File: config.mk
export PLATFORM = sky130hd
export DESIGN_NAME = sp
export DESIGN_NICKNAME = d
export VERILOG_FILES = /design/src/rtl/sp.sv
export SDC_FILE = /design/constraint.sdc
export NUM_CORES = 1
export LEC_CHECK = 0
export CAP_MARGIN = 30
export CORE_ASPECT_RATIO = 1.1
export CORE_MARGIN = 10
export CORE_UTILIZATION = 55
export CTS_CLUSTER_DIAMETER = 120
export DETAILED_ROUTE_END_ITERATION = 16
export GPL_TIMING_DRIVEN = 0
export PLACE_DENSITY = 0.75
export SYNTH_ARGS = -nofsm -noshare
export SYNTH_HDL_FRONTEND = slang
export SYNTH_SLANG_ARGS = --single-unit
File: constraint.sdc
create_clock -name clk -period 8.4 [get_ports clk]
set_clock_uncertainty 0.2 [all_clocks]
set_input_delay 2.52 -clock clk [delete_from_list [all_inputs] [get_ports clk]]
set_output_delay 2.52 -clock clk [all_outputs]
set_load 0.02 [all_outputs]
File: src/rtl/sp.sv
// PDM mic capture -> 16:1 decimator -> 5-tap FIR (1,2,4,2,1) -> PWM amplifier drive.
// Latency: last PDM bit -> z[4] in 3 clk; duty follows z[4] at the next PWM wrap. No backpressure.
module sp #(
  parameter int MIC_DIV    = 40,
  parameter int DEC        = 16,
  parameter int PWM_PERIOD = 320
) (
  input  logic clk,
  input  logic rst_n,
  output logic micClk,
  input  logic micData,
  output logic micLRSel,
  output logic ampPWM,
  output logic ampSD
);
  localparam int DW = $clog2(MIC_DIV);
  localparam int BW = $clog2(DEC);
  localparam int OW = $clog2(DEC + 1);
  localparam int PW = $clog2(PWM_PERIOD + 1);

  logic [DW-1:0]        r_div;
  logic [DW-1:0]        w_div_nxt;
  logic                 r_mic_clk;
  logic                 r_amp_sd;
  logic                 w_tap;
  logic [BW-1:0]        r_bit_cnt;
  logic [OW-1:0]        r_ones;
  logic [OW-1:0]        w_ones_nxt;
  logic signed [16:0]   w_smp;
  logic signed [16:0]   r_smp;
  logic                 r_stb;
  logic signed [16:0]   x [0:4];
  logic signed [16:0]   y [0:4];
  logic signed [19:0]   z [0:4];
  logic signed [19:0]   w_e [0:4];
  logic signed [20:0]   w_duty_raw;
  logic [PW-1:0]        w_duty;
  logic [PW-1:0]        r_cnt;
  logic [PW-1:0]        r_duty;
  logic                 r_pwm;

  assign w_div_nxt  = (r_div == DW'(MIC_DIV - 1)) ? '0 : r_div + DW'(1);
  // Mic drives data just after micClk rises, so sample at the end of the high phase.
  assign w_tap      = (r_div == DW'(MIC_DIV / 2 - 1));
  assign w_ones_nxt = r_ones + OW'(micData);
  assign w_smp      = 17'({w_ones_nxt, 1'b0}) - 17'(DEC);

  assign micClk   = r_mic_clk;
  assign micLRSel = 1'b0;
  assign ampSD    = r_amp_sd;
  assign ampPWM   = r_pwm;

  always_ff @(posedge clk or negedge rst_n) begin
    if (!rst_n) begin
      r_div     <= '0;
      r_mic_clk <= 1'b0;
      r_amp_sd  <= 1'b0;
    end else begin
      r_div     <= w_div_nxt;
      r_mic_clk <= (w_div_nxt < DW'(MIC_DIV / 2));
      r_amp_sd  <= 1'b1;
    end
  end

  always_ff @(posedge clk or negedge rst_n) begin
    if (!rst_n) begin
      r_bit_cnt <= '0;
      r_ones    <= '0;
      r_smp     <= '0;
      r_stb     <= 1'b0;
    end else begin
      r_stb <= 1'b0;
      if (w_tap) begin
        if (r_bit_cnt == BW'(DEC - 1)) begin
          r_bit_cnt <= '0;
          r_ones    <= '0;
          r_smp     <= w_smp;
          r_stb     <= 1'b1;
        end else begin
          r_bit_cnt <= r_bit_cnt + BW'(1);
          r_ones    <= w_ones_nxt;
        end
      end
    end
  end

  always_comb begin
    for (int k = 0; k < 5; k++) begin
      w_e[k] = 20'(y[k]);
    end
  end

  always_ff @(posedge clk or negedge rst_n) begin
    if (!rst_n) begin
      for (int k = 0; k < 5; k++) begin
        x[k] <= '0;
        y[k] <= '0;
        z[k] <= '0;
      end
    end else begin
      if (r_stb) begin
        x[0] <= r_smp;
        for (int k = 1; k < 5; k++) begin
          x[k] <= x[k-1];
        end
      end
      y[0] <= x[0];
      y[1] <= x[1] <<< 1;
      y[2] <= x[2] <<< 2;
      y[3] <= x[3] <<< 1;
      y[4] <= x[4];
      // Running sums: z[4] is the full filter output with gain 10.
      z[0] <= w_e[0];
      z[1] <= w_e[0] + w_e[1];
      z[2] <= w_e[0] + w_e[1] + w_e[2];
      z[3] <= w_e[0] + w_e[1] + w_e[2] + w_e[3];
      z[4] <= w_e[0] + w_e[1] + w_e[2] + w_e[3] + w_e[4];
    end
  end

  assign w_duty_raw = 21'(z[4]) + 21'(PWM_PERIOD / 2);

  always_comb begin
    w_duty = '0;
    if (w_duty_raw < 21'sd0) begin
      w_duty = '0;
    end else if (w_duty_raw > 21'(PWM_PERIOD)) begin
      w_duty = PW'(PWM_PERIOD);
    end else begin
      w_duty = w_duty_raw[PW-1:0];
    end
  end

  always_ff @(posedge clk or negedge rst_n) begin
    if (!rst_n) begin
      r_cnt  <= '0;
      r_duty <= '0;
      r_pwm  <= 1'b0;
    end else begin
      if (r_cnt == PW'(PWM_PERIOD - 1)) begin
        r_cnt  <= '0;
        r_duty <= w_duty;
      end else begin
        r_cnt <= r_cnt + PW'(1);
      end
      r_pwm <= (r_cnt < r_duty);
    end
  end
endmodule

==> metrics.cfg, run 1 <==
[run_status]
status = finished clean

[setup_path]
cpLargestDelayFamily = adder cells
crit_required_ns = 8.59
path_cells = inv_1 -> fa_1 -> inv_1 -> fa_1 -> inv_1 -> fa_1 -> inv_1 -> ha_1 -> a21o_1 -> a21oi_1 -> o21ai_0 -> o211a_1 -> o21a_1 -> or2_2 -> fa_1
cp-end-kind = flip-flop
cp_max_fo = 4
slowest_delay_ns = 0.55
cp_slowest_cell = fa_1
cp_data_arrival_time_ns = 4.55
cp-start-kind = flip-flop
crit_type = flip-flop to flip-flop
worst-path-buf-inv = 4

[global_route]
antenna_found_initial = 0
grt_pass1_vias = 3577
track_usage_pct = 13.3
grt_max_degree = 69
grt_overflow_total = 0
grt_pass1_wl_um = 15700

[hold_path]
hold_class = flip-flop to flip-flop

[die]
ios = 7
dieArea_um2 = 14700
die_w_um = 116
row_count = 38
start_util_pct = 56.6
core_area_um2 = 9940
die_h_um = 126

[detailed_routing]
drt_iter0_markers = 202
via_per_inst = 5.31
wl_per_cell_um = 13.5
ant_nets = 0
wl_met3_um = 261
vias = 3296
wirelength_um = 8400
wl_met2_um = 4460
drcViolationCount = 0
first_pass_iters = 4
top_layer = met4
m1WireLength_um = 3540

[logic_synthesis]
yosys_warnings = 0
ys.flop_type = dfrtp_1
syn_inst = 463
synth_area_leaders = dfrtp_1 (54%), fa_1 (8.9%), mux2_2 (6.8%)
synth_edf_count = 0
synth_top_cell_area_share_pct = 53.8
seq_area_frac_synth_pct = 53.8
yosysTopAreaCell = dfrtp_1
synth.avg_cell_area_um2 = 12.1
synth_area_um2 = 5630
synthDistinctLibCells = 54
ys_ff_latch = 121
synth_nets = 515
synth-async-reset-ratio_pct = 100

[cts]
cts_setup_buffers = 0
clock_path_buffers = 2
numClockSinks = 121
root_buffer = clkbuf_8
cts_resized = 0
clkTransAtPathRegs_ns = 0.06
worstSkewPairLatency_ns = 0.52
cts_hold_buf = 0
cts_tree = done
cts_buffers = 17
htree_levels = 4

[sta]
finalSetupTns_ns = 0
maxSlewHeadroom_pct = 50.4
max_freq_mhz = 229
rsz0062_at_grt = no
period_minus_slack_ns = 4.36
tightest_slew_ns = 0.738
min_period_over_period_pct = 51.9
final_max_slew_viol_count = 0
hold_viol = 0
hold_slack_ns = 0.172
setup_viol = 0

[final_layout]
area_growth_pct = 14.8
fin_nets = 540
final_cell_mix = dfrtp_1 (121), inv_1 (76), mux2_2 (34)
fillers = 717
diodes = 0
layout.cells.most_common = dfrtp_1
final_layout_size_suffix_gt1_share_pct = 16.0

[run]
maxCapViolCount = 0

[placed_design]
dpl.hpwl_um = 5930
io_buffers = 5
gp_congestion = 0.767

[power]
power_density_nw_per_um2 = 207
ir_drop_uv = 146
p_leak_nw = 3.24

[flip-flops by register name (all words and copies together), names as in the netlist, 5 cells and up]
register	count
w_e	30
x	30
z	19
r_cnt	9
r_duty	8
r_div	6
r_smp	6
r_ones	5
[cells in the mapped netlist (2+ instances only)]
cell type	instances
conb_1	2
nand4_1	2
mux2_2	34
a31oi_1	5
a21oi_1	7
o21ai_0	16
nand2b_1	4
xor2_1	5
a211oi_1	3
nor3_1	5
inv_1	76
nand3_1	12
fa_1	25
o21ai_1	7
a21o_1	3
o21a_1	4
dfrtp_1	121
ha_1	24
nor2_1	19
xnor2_1	10
clkbuf_1	6
nand2_1	22
a32o_1	6
o211a_1	2
nor2b_1	4
a21boi_0	2
o31ai_1	7
a22oi_1	3
nor3b_1	2
[routing by layer]
metal / global-route usage, % / vias up
met3: 4.27 / 13
met4: 5.67 / 0
met5: 0 / -
li1: - / 1601
met2: 22.6 / 36
met1: 14.8 / 1646
[metrics by stage]
stage	area (um^2)	power (mW)	setup WS [ns]	std cells	utilization (%)
after global routing	6460	1.38	3.70	621	65.0
final	6460	1.34	4.04	621	65.0
after CTS	6460	1.35	4.00	621	65.0
after detailed placement	5850	0.614	3.97	589	58.9
after global placement	5830	0.612	0.278	588	58.6
after floorplan	5630	0.599	4.26	463	-
[where the power goes]
group	internal (mW)	leakage, nW	switching [mW]	total (mW)
sequential	0.584	1.63	0.000732	0.585
clock	0.458	0.289	0.275	0.733
combinational	0.00426	1.33	0.0134	0.0177
total	1.05	3.24	0.289	1.34
[worst paths after layout]
path                             start        to  slack [ns]  depth (start not counted)
worst max-delay path            w_e[5]     z[11]        4.04                         15
worst min-delay path             x[15]   w_e[15]        0.17                          0
worst max register to register  w_e[5]     z[11]        4.04                         15
worst min register to register   x[15]   w_e[15]        0.17                          0
max in group asynchronous        rst_n   w_e[64]        5.39                          2
min in group asynchronous        rst_n  r_cnt[5]        1.83                          1
[cells by family after synthesis]
kind of cell               Yosys count  share of synthesized area, %
muxes                               35                          6.98
DFF                                121                          53.8
and+or+nand+nor                     83                          7.85
buffers and inverters               86                          5.83
xor gates and xnor gates            15                          2.34
other                                2                         0.134
AOI/OAI and AO/OA                   72                          8.81
adders and majority gates           49                          14.2
[area by class of cell]
cell class	instances	area (um^2)	share of cell area, %
tap	120	150	2.33
inverter	77	289	4.48
buffer	9	38.8	0.601
sequential	121	3030	46.9
timing repair buffer	6	75.1	1.16
clock inverter	15	193	2.98
clock buffer	17	414	6.41
multi-input combinational	256	2270	35.1
Power figures use the tool's default switching activity.
==> run 2, diff against run 1 <==
Settings changed: PLACE_DENSITY 0.75 to 0.78.
Clock period 8.4 ns to 3.8 ns, I/O delays scaled along.
==> run 2 against run 1 <==
Against the previous run: the run now ends with setup timing left; first-iteration DRC count decreased by 31%; setup slack worse by 4.3 ns; clock power grew 120%; cell area is 0.76% higher; worst hold slack worse by 0.0038 ns; global-route usage up 0.40 points; register-to-register slack worse by 4.3 ns; via count rose by 1.4%; clock-buffer cell count rose by 9; sequential power is 120% higher.
==> metrics.cfg, run 2 (synthesized netlist as in run 1, its figures left out) <==
[die]
start_util_pct = 56.6  ; unchanged
row_count = 38  ; unchanged
core_area_um2 = 9940  ; unchanged
dieArea_um2 = 14700  ; unchanged
die_h_um = 126  ; unchanged
die_w_um = 116  ; unchanged
ios = 7  ; unchanged

[run]
maxCapViolCount = 0  ; unchanged

[final_layout]
area_growth_pct = 15.7  ; was 14.8%
final_layout_size_suffix_gt1_share_pct = 17.0  ; was 16.0%
final_cell_mix = dfrtp_1 (121), inv_1 (74), mux2_2 (34)  ; was dfrtp_1 (121), inv_1 (76), mux2_2 (34)
diodes = 0  ; unchanged
layout.cells.most_common = dfrtp_1  ; unchanged
fillers = 739  ; was 717
fin_area_um2 = 6510  ; was 6460 um^2
fin_nets = 545  ; was 540

[detailed_routing]
wl_per_cell_um = 14.0  ; was 13.5 um
drcViolationCount = 0  ; unchanged
wirelength_um = 8770  ; was 8400 um
drt_iter0_markers = 140  ; was 202
ant_nets = 0  ; unchanged
first_pass_iters = 4  ; unchanged
via_per_inst = 5.34  ; was 5.31
vias = 3341  ; was 3,296

[power]
ir_drop_uv = 297  ; was 146 uV
p_leak_nw = 3.27  ; was 3.24 nW
pwr-share-comb_pct = 1.4  ; was 1.3%
p_sw_mw = 0.559  ; was 0.289 mW
power_density_nw_per_um2 = 450  ; was 207 nW/um^2
report.power.total_mw = 2.93  ; was 1.34 mW
switching_share_pct = 19.1  ; was 21.6%
internal-power_mw = 2.37  ; was 1.05 mW
clkPwrFrac_pct = 54.5  ; was 54.9%
power.share.sequential_pct = 44.2  ; was 43.8%

[setup_path]
cp_max_fo = 3  ; was 4
slowest_delay_ns = 0.53  ; was 0.55 ns
worst-path-buf-inv = 4  ; unchanged
rrSetupSlack_ns = -0.30  ; was 4.04 ns
cp-startpoint = w_e[5]  ; unchanged
crit_top_cell = fa_1
cp_slowest_cell = fa_1  ; unchanged
cp-start-kind = flip-flop  ; unchanged
crit_required_ns = 3.99  ; was 8.59 ns
cp_data_arrival_time_ns = 4.29  ; was 4.55 ns
timing.rr.start = w_e[5]  ; unchanged
path_cells = inv_2 -> fa_1 -> inv_1 -> fa_1 -> inv_1 -> fa_1 -> inv_1 -> ha_1 -> a21o_1 -> a21oi_2 -> o21ai_1 -> o211a_1 -> o21a_1 -> or2_4 -> fa_1  ; was inv_1 -> fa_1 -> inv_1 -> fa_1 -> inv_1 -> fa_1 -> inv_1 -> ha_1 -> a21o_1 -> a21oi_1 -> o21ai_0 -> o211a_1 -> o21a_1 -> or2_2 -> fa_1
crit_type = flip-flop to flip-flop  ; unchanged
cp-end-kind = flip-flop  ; unchanged
cpLargestDelayFamily = adder cells  ; unchanged

[sta]
min_period_over_period_pct = 108  ; was 51.9%
finalSetupTns_ns = -1.06  ; was 0 ns
hold_viol = 0  ; unchanged
period_minus_slack_ns = 4.10  ; was 4.36 ns
final_max_slew_viol_count = 0  ; unchanged
maxSlewHeadroom_pct = 54.6  ; was 50.4%
final.setup.worst_slack_ns = -0.302  ; was 4.04 ns
max_freq_mhz = 244  ; was 229 MHz
tightest_slew_ns = 0.681  ; was 0.738 ns
setup_viol = 7  ; was 0
rsz0062_at_grt = yes  ; was no

[global_route]
grt_pass1_vias = 3677  ; was 3,577
antenna_found_initial = 0  ; unchanged
grt_pass1_wl_um = 16000  ; was 15,700 um
track_usage_pct = 13.7  ; was 13.3%
grt_overflow_total = 0  ; unchanged
grt_max_degree = 75  ; was 69

[placed_design]
gp_congestion = 0.767  ; about the same
io_buffers = 5  ; unchanged
dpl.hpwl_um = 6080  ; was 5930 um
post_dp_cell_area_um2 = 5860  ; was 5850 um^2

[cts]
numClockSinks = 121  ; unchanged
root_buffer = clkbuf_8  ; unchanged
clock_path_buffers = 2  ; unchanged
htree_levels = 4  ; unchanged
cts_tree = done  ; unchanged
worstSkewPairLatency_ns = 0.52  ; about the same
cts_buffers = 17  ; unchanged
clkTransAtPathRegs_ns = 0.05  ; was 0.06 ns

[hold_path]
hold_class = flip-flop to flip-flop  ; unchanged
min_from = x[5]  ; was x[15]

[run_status]
status = finished with violations  ; was finished clean
violations = setup timing

==> run 2: cell count changes in the layout (fill, tap and decap cells not counted), sizes merged <==
cell,change
clkinv,-3
clkbuf,+9
buf,+5
inv,-4
clkinvlp,-2
==> run 2: power by group through the flow <==
stage          Clock, mW  Combinational [mW]  Sequential, mW
2_1_floorplan          0             0.00738            1.32
3_3_place_gp           0              0.0369            1.32
3_5_place_dp           0              0.0418            1.32
4_1_cts             1.64              0.0418            1.29
5_1_grt             1.69              0.0464            1.29
6_report            1.60              0.0397            1.29
==> run 2: through the flow <==
step	instances	setup WS (ns)	hold slack, ns	util (%)
detailed placement	589	-0.372	0.158	59.0
finish	626	-0.302	0.168	65.5
global placement	588	-2.96	0.156	58.7
floorplan	463	-0.168	0.150	-
global route	626	-0.397	0.179	65.5
CTS	625	-0.326	0.169	65.3
==> run 2: worst reg2reg max path: stages, from the launching register on <==
cell and delay, ns:
dfrtp_1 0.33, inv_2 0.04, fa_1 0.53, inv_1 0.05, fa_1 0.48, inv_1 0.05, fa_1 0.50, inv_1 0.05
ha_1 0.27, a21o_1 0.17, a21oi_2 0.17, o21ai_1 0.09, o211a_1 0.14, o21a_1 0.21, or2_4 0.25, fa_1 0.42
==> run 2: cell type report <==
class	count	area (um^2)	area share [%]
sequential	121	3030	46.5
multi-input combinational	256	2280	35.1
clock buffer	26	488	7.50
inverter	77	289	4.44
tap	120	150	2.31
timing repair buffer	11	116	1.79
clock inverter	6	111	1.71
buffer	9	38.8	0.596
==> run 2: layer usage <==
layer	wire length [um]	share of wire [%]	vias to the layer above	global-route usage [%]
li1	-	-	1603	-
met1	3610	41	1679	14.6
met2	4720	54	37	23.7
met3	211	2.4	22	3.75
met4	229	2.6	0	7.52
met5	0	0	-	0
==> run 2: final timing paths <==
kind | cells past startpoint | endpoint
hold / removal | 0 | w_e[5]
setup reg to reg | 15 | z[11]
setup / recovery | 15 | z[11]
min in group asynchronous | 1 | r_cnt[5]
max in group asynchronous | 2 | w_e[35]
hold reg to reg | 0 | w_e[5]
==> run 2: repair_timing <==
action                     CTS  global route
pin swaps                    6             5
hold buffers                 0             0
setup buffers                4             1
gates resized for setup      2             6
setup endpoints to repair    7            10
==> run 3, diff against run 2 <==
Settings changed: CORE_MARGIN 10 to 8, CTS_CLUSTER_SIZE set to 28.
==> run 3 against run 2 <==
Against the previous run: the run still ends with setup timing left; highest routed layer unchanged; sequential share of layout area decreased by 0.79 points; non-clock buffer count increased by 1; critical path type unchanged; largest cell class unchanged; cell count increased by 0.16%; via count increased by 2.1%; sequential power about the same; maximum frequency increased by 1.1%; routed wire length increased by 7.6%; die area decreased by 6.5%; combinational power increased by 1%; clock power increased by 6%.
==> metrics.cfg, run 3 (synthesized netlist as in run 1, its figures left out) <==
[run_status]
status = finished with violations  ; unchanged
violations = setup timing  ; unchanged

[sta]
min_period_over_period_pct = 107  ; was 108%
hold_viol = 0  ; unchanged
rsz0062_at_grt = yes  ; unchanged
tightest_slew_ns = 0.655  ; was 0.681 ns
final.setup.worst_slack_ns = -0.259  ; was -0.302 ns
period_minus_slack_ns = 4.06  ; was 4.10 ns
setup_viol = 7  ; unchanged
maxSlewHeadroom_pct = 56.0  ; was 54.6%
finalSetupTns_ns = -0.897  ; was -1.06 ns
final_max_slew_viol_count = 0  ; unchanged
max_freq_mhz = 246  ; was 244 MHz

[hold_path]
hold-path-endpoint = w_e[1]  ; was w_e[5]
min_delay_path_depth = 0  ; unchanged
min_from = x[1]  ; was x[5]
hold_class = flip-flop to flip-flop  ; unchanged

[global_route]
grt_pass1_vias = 3711  ; was 3,677
grt_overflow_total = 0  ; unchanged
track_usage_pct = 15.3  ; was 13.7%
grt_pass1_wl_um = 16500  ; was 16,000 um
grt_max_degree = 79  ; was 75
antenna_found_initial = 0  ; unchanged

[placed_design]
dpl.hpwl_um = 6200  ; was 6080 um
post_dp_cell_area_um2 = 5860  ; unchanged
post-place-ws_ns = -0.397  ; was -0.372 ns
io_buffers = 5  ; unchanged
gp_congestion = 0.814  ; was 0.767

[die]
start_util_pct = 56.6  ; unchanged
die_h_um = 122  ; was 126 um
dieArea_um2 = 13700  ; was 14,700 um^2
row_count = 38  ; unchanged
ios = 7  ; unchanged
die_w_um = 112  ; was 116 um
core_area_um2 = 9940  ; unchanged

[power]
p_leak_nw = 3.29  ; was 3.27 nW
power_density_nw_per_um2 = 456  ; was 450 nW/um^2
ir_drop_uv = 344  ; was 297 uV

[final_layout]
fin_nets = 546  ; was 545
area_growth_pct = 17.7  ; was 15.7%
multi_input_area_um2 = 2360  ; was 2280 um^2
layout.cells.most_common = dfrtp_1  ; unchanged
final_cell_mix = dfrtp_1 (121), inv_1 (71), mux2_2 (34)  ; was dfrtp_1 (121), inv_1 (74), mux2_2 (34)
final_core_util_pct = 66.6  ; was 65.5%
fin_area_um2 = 6620  ; was 6510 um^2
fillers = 706  ; was 739
diodes = 0  ; unchanged
regArea_um2 = 3030  ; unchanged
final_layout_size_suffix_gt1_share_pct = 20.1  ; was 17.0%

[cts]
worstSkewPairLatency_ns = 0.52  ; about the same
clock_path_buffers = 2  ; unchanged
htree_levels = 4  ; unchanged
cts_hold_buf = 0  ; unchanged
root_buffer = clkbuf_8  ; unchanged
cts_tree = done  ; unchanged
numClockSinks = 121  ; unchanged
clkTransAtPathRegs_ns = 0.06  ; was 0.05 ns
cts_buffers = 17  ; unchanged

[setup_path]
r2r_cells = 15  ; unchanged
cp_data_arrival_time_ns = 4.24  ; was 4.29 ns
timing.rr.start = w_e[5]  ; unchanged
cp-end-kind = flip-flop  ; unchanged
cp_max_fo = 2  ; was 3
cp-start-kind = flip-flop  ; unchanged
r2r_end = z[11]  ; unchanged
rrSetupSlack_ns = -0.26  ; was -0.30 ns
crit_type = flip-flop to flip-flop  ; unchanged
crit_required_ns = 3.99  ; about the same

[detailed_routing]
first_pass_iters = 4  ; unchanged
drt_iter0_markers = 180  ; was 140
ant_nets = 0  ; unchanged
vias = 3412  ; was 3,341
via_per_inst = 5.44  ; was 5.34
wirelength_um = 9440  ; was 8770 um
drcViolationCount = 0  ; unchanged
wl_per_cell_um = 15.1  ; was 14.0 um

[run]
maxCapViolCount = 0  ; unchanged

run 3: changes by cell type in the layout (fill, tap and decap cells not counted), moves of 3 or more:
| cell | previous run | this run |
|---|---|---|
| o31ai_4 | 0 | 3 |
| o31ai_1 | 7 | 4 |
| clkbuf_1 | 11 | 6 |
| inv_6 | 0 | 3 |
| inv_2 | 3 | 6 |
| inv_1 | 74 | 71 |
run 3: what timing repair did:
action                                  CTS  global route
endpoints found under the setup margin    7            10
pin swaps                                12             9
buffers inserted                          5             1
gates resized for setup                   9            11
run 3: cell type report:
class                   count  share of cell area, %
plain buffers               9                  0.586
clock buffers              19                   6.67
clock inverters            13                   2.89
inverters                  77                   4.37
multi-input cells         256                   35.6
flip-flops and latches    121                   45.7
well taps                 120                   2.27
repair buffers             12                   1.87
run 3: critical path: stages (launching register included):
cell and delay, ns:
dfrtp_1 0.34, inv_2 0.04, fa_1 0.53, inv_1 0.05, fa_1 0.48, inv_2 0.04, fa_2 0.54, inv_2 0.05
ha_4 0.23, a21o_1 0.16, a21oi_2 0.16, o21ai_1 0.09, o211a_1 0.13, o21a_1 0.21, or2_4 0.23, fa_1 0.42
run 3: power breakdown:
group | internal, mW | total (mW) | switching, mW | leakage [nW]
registers | 1.29 | 1.29 | 0.00168 | 1.63
logic | 0.00987 | 0.0401 | 0.0303 | 1.37
clock network | 1.11 | 1.69 | 0.581 | 0.301
total | 2.41 | 3.02 | 0.613 | 3.29
run 3: worst max-delay path by stage:
stage / start / cells after the start / end
finish: w_e[5] / 15 / z[11]
global route: w_e[4] / 15 / z[11]
CTS: w_e[45] / 15 / z[11]
detailed placement: w_e[5] / 15 / z[11]
global placement: rst_n / 1 / x[22]
floorplan: w_e[5] / 15 / z[11]
run 3: metrics by stage:
step | hold WS, ns | cells | power, mW
floorplan | 0.150 | 463 | 1.32
global placement | 0.156 | 588 | 1.35
detailed placement | 0.164 | 589 | 1.36
CTS | 0.175 | 626 | 3.05
global route | 0.187 | 627 | 3.12
finish | 0.171 | 627 | 3.02
run 3: layer usage:
layer | vias to the layer above | global-route usage (%) | routed length (um) | share of wire, %
li1 | 1613 | - | - | -
met1 | 1760 | 16.1 | 3750 | 40
met2 | 30 | 28.0 | 5310 | 56
met3 | 9 | 4.80 | 254 | 2.7
met4 | 0 | 6.41 | 125 | 1.3
met5 | - | 0 | 0 | 0
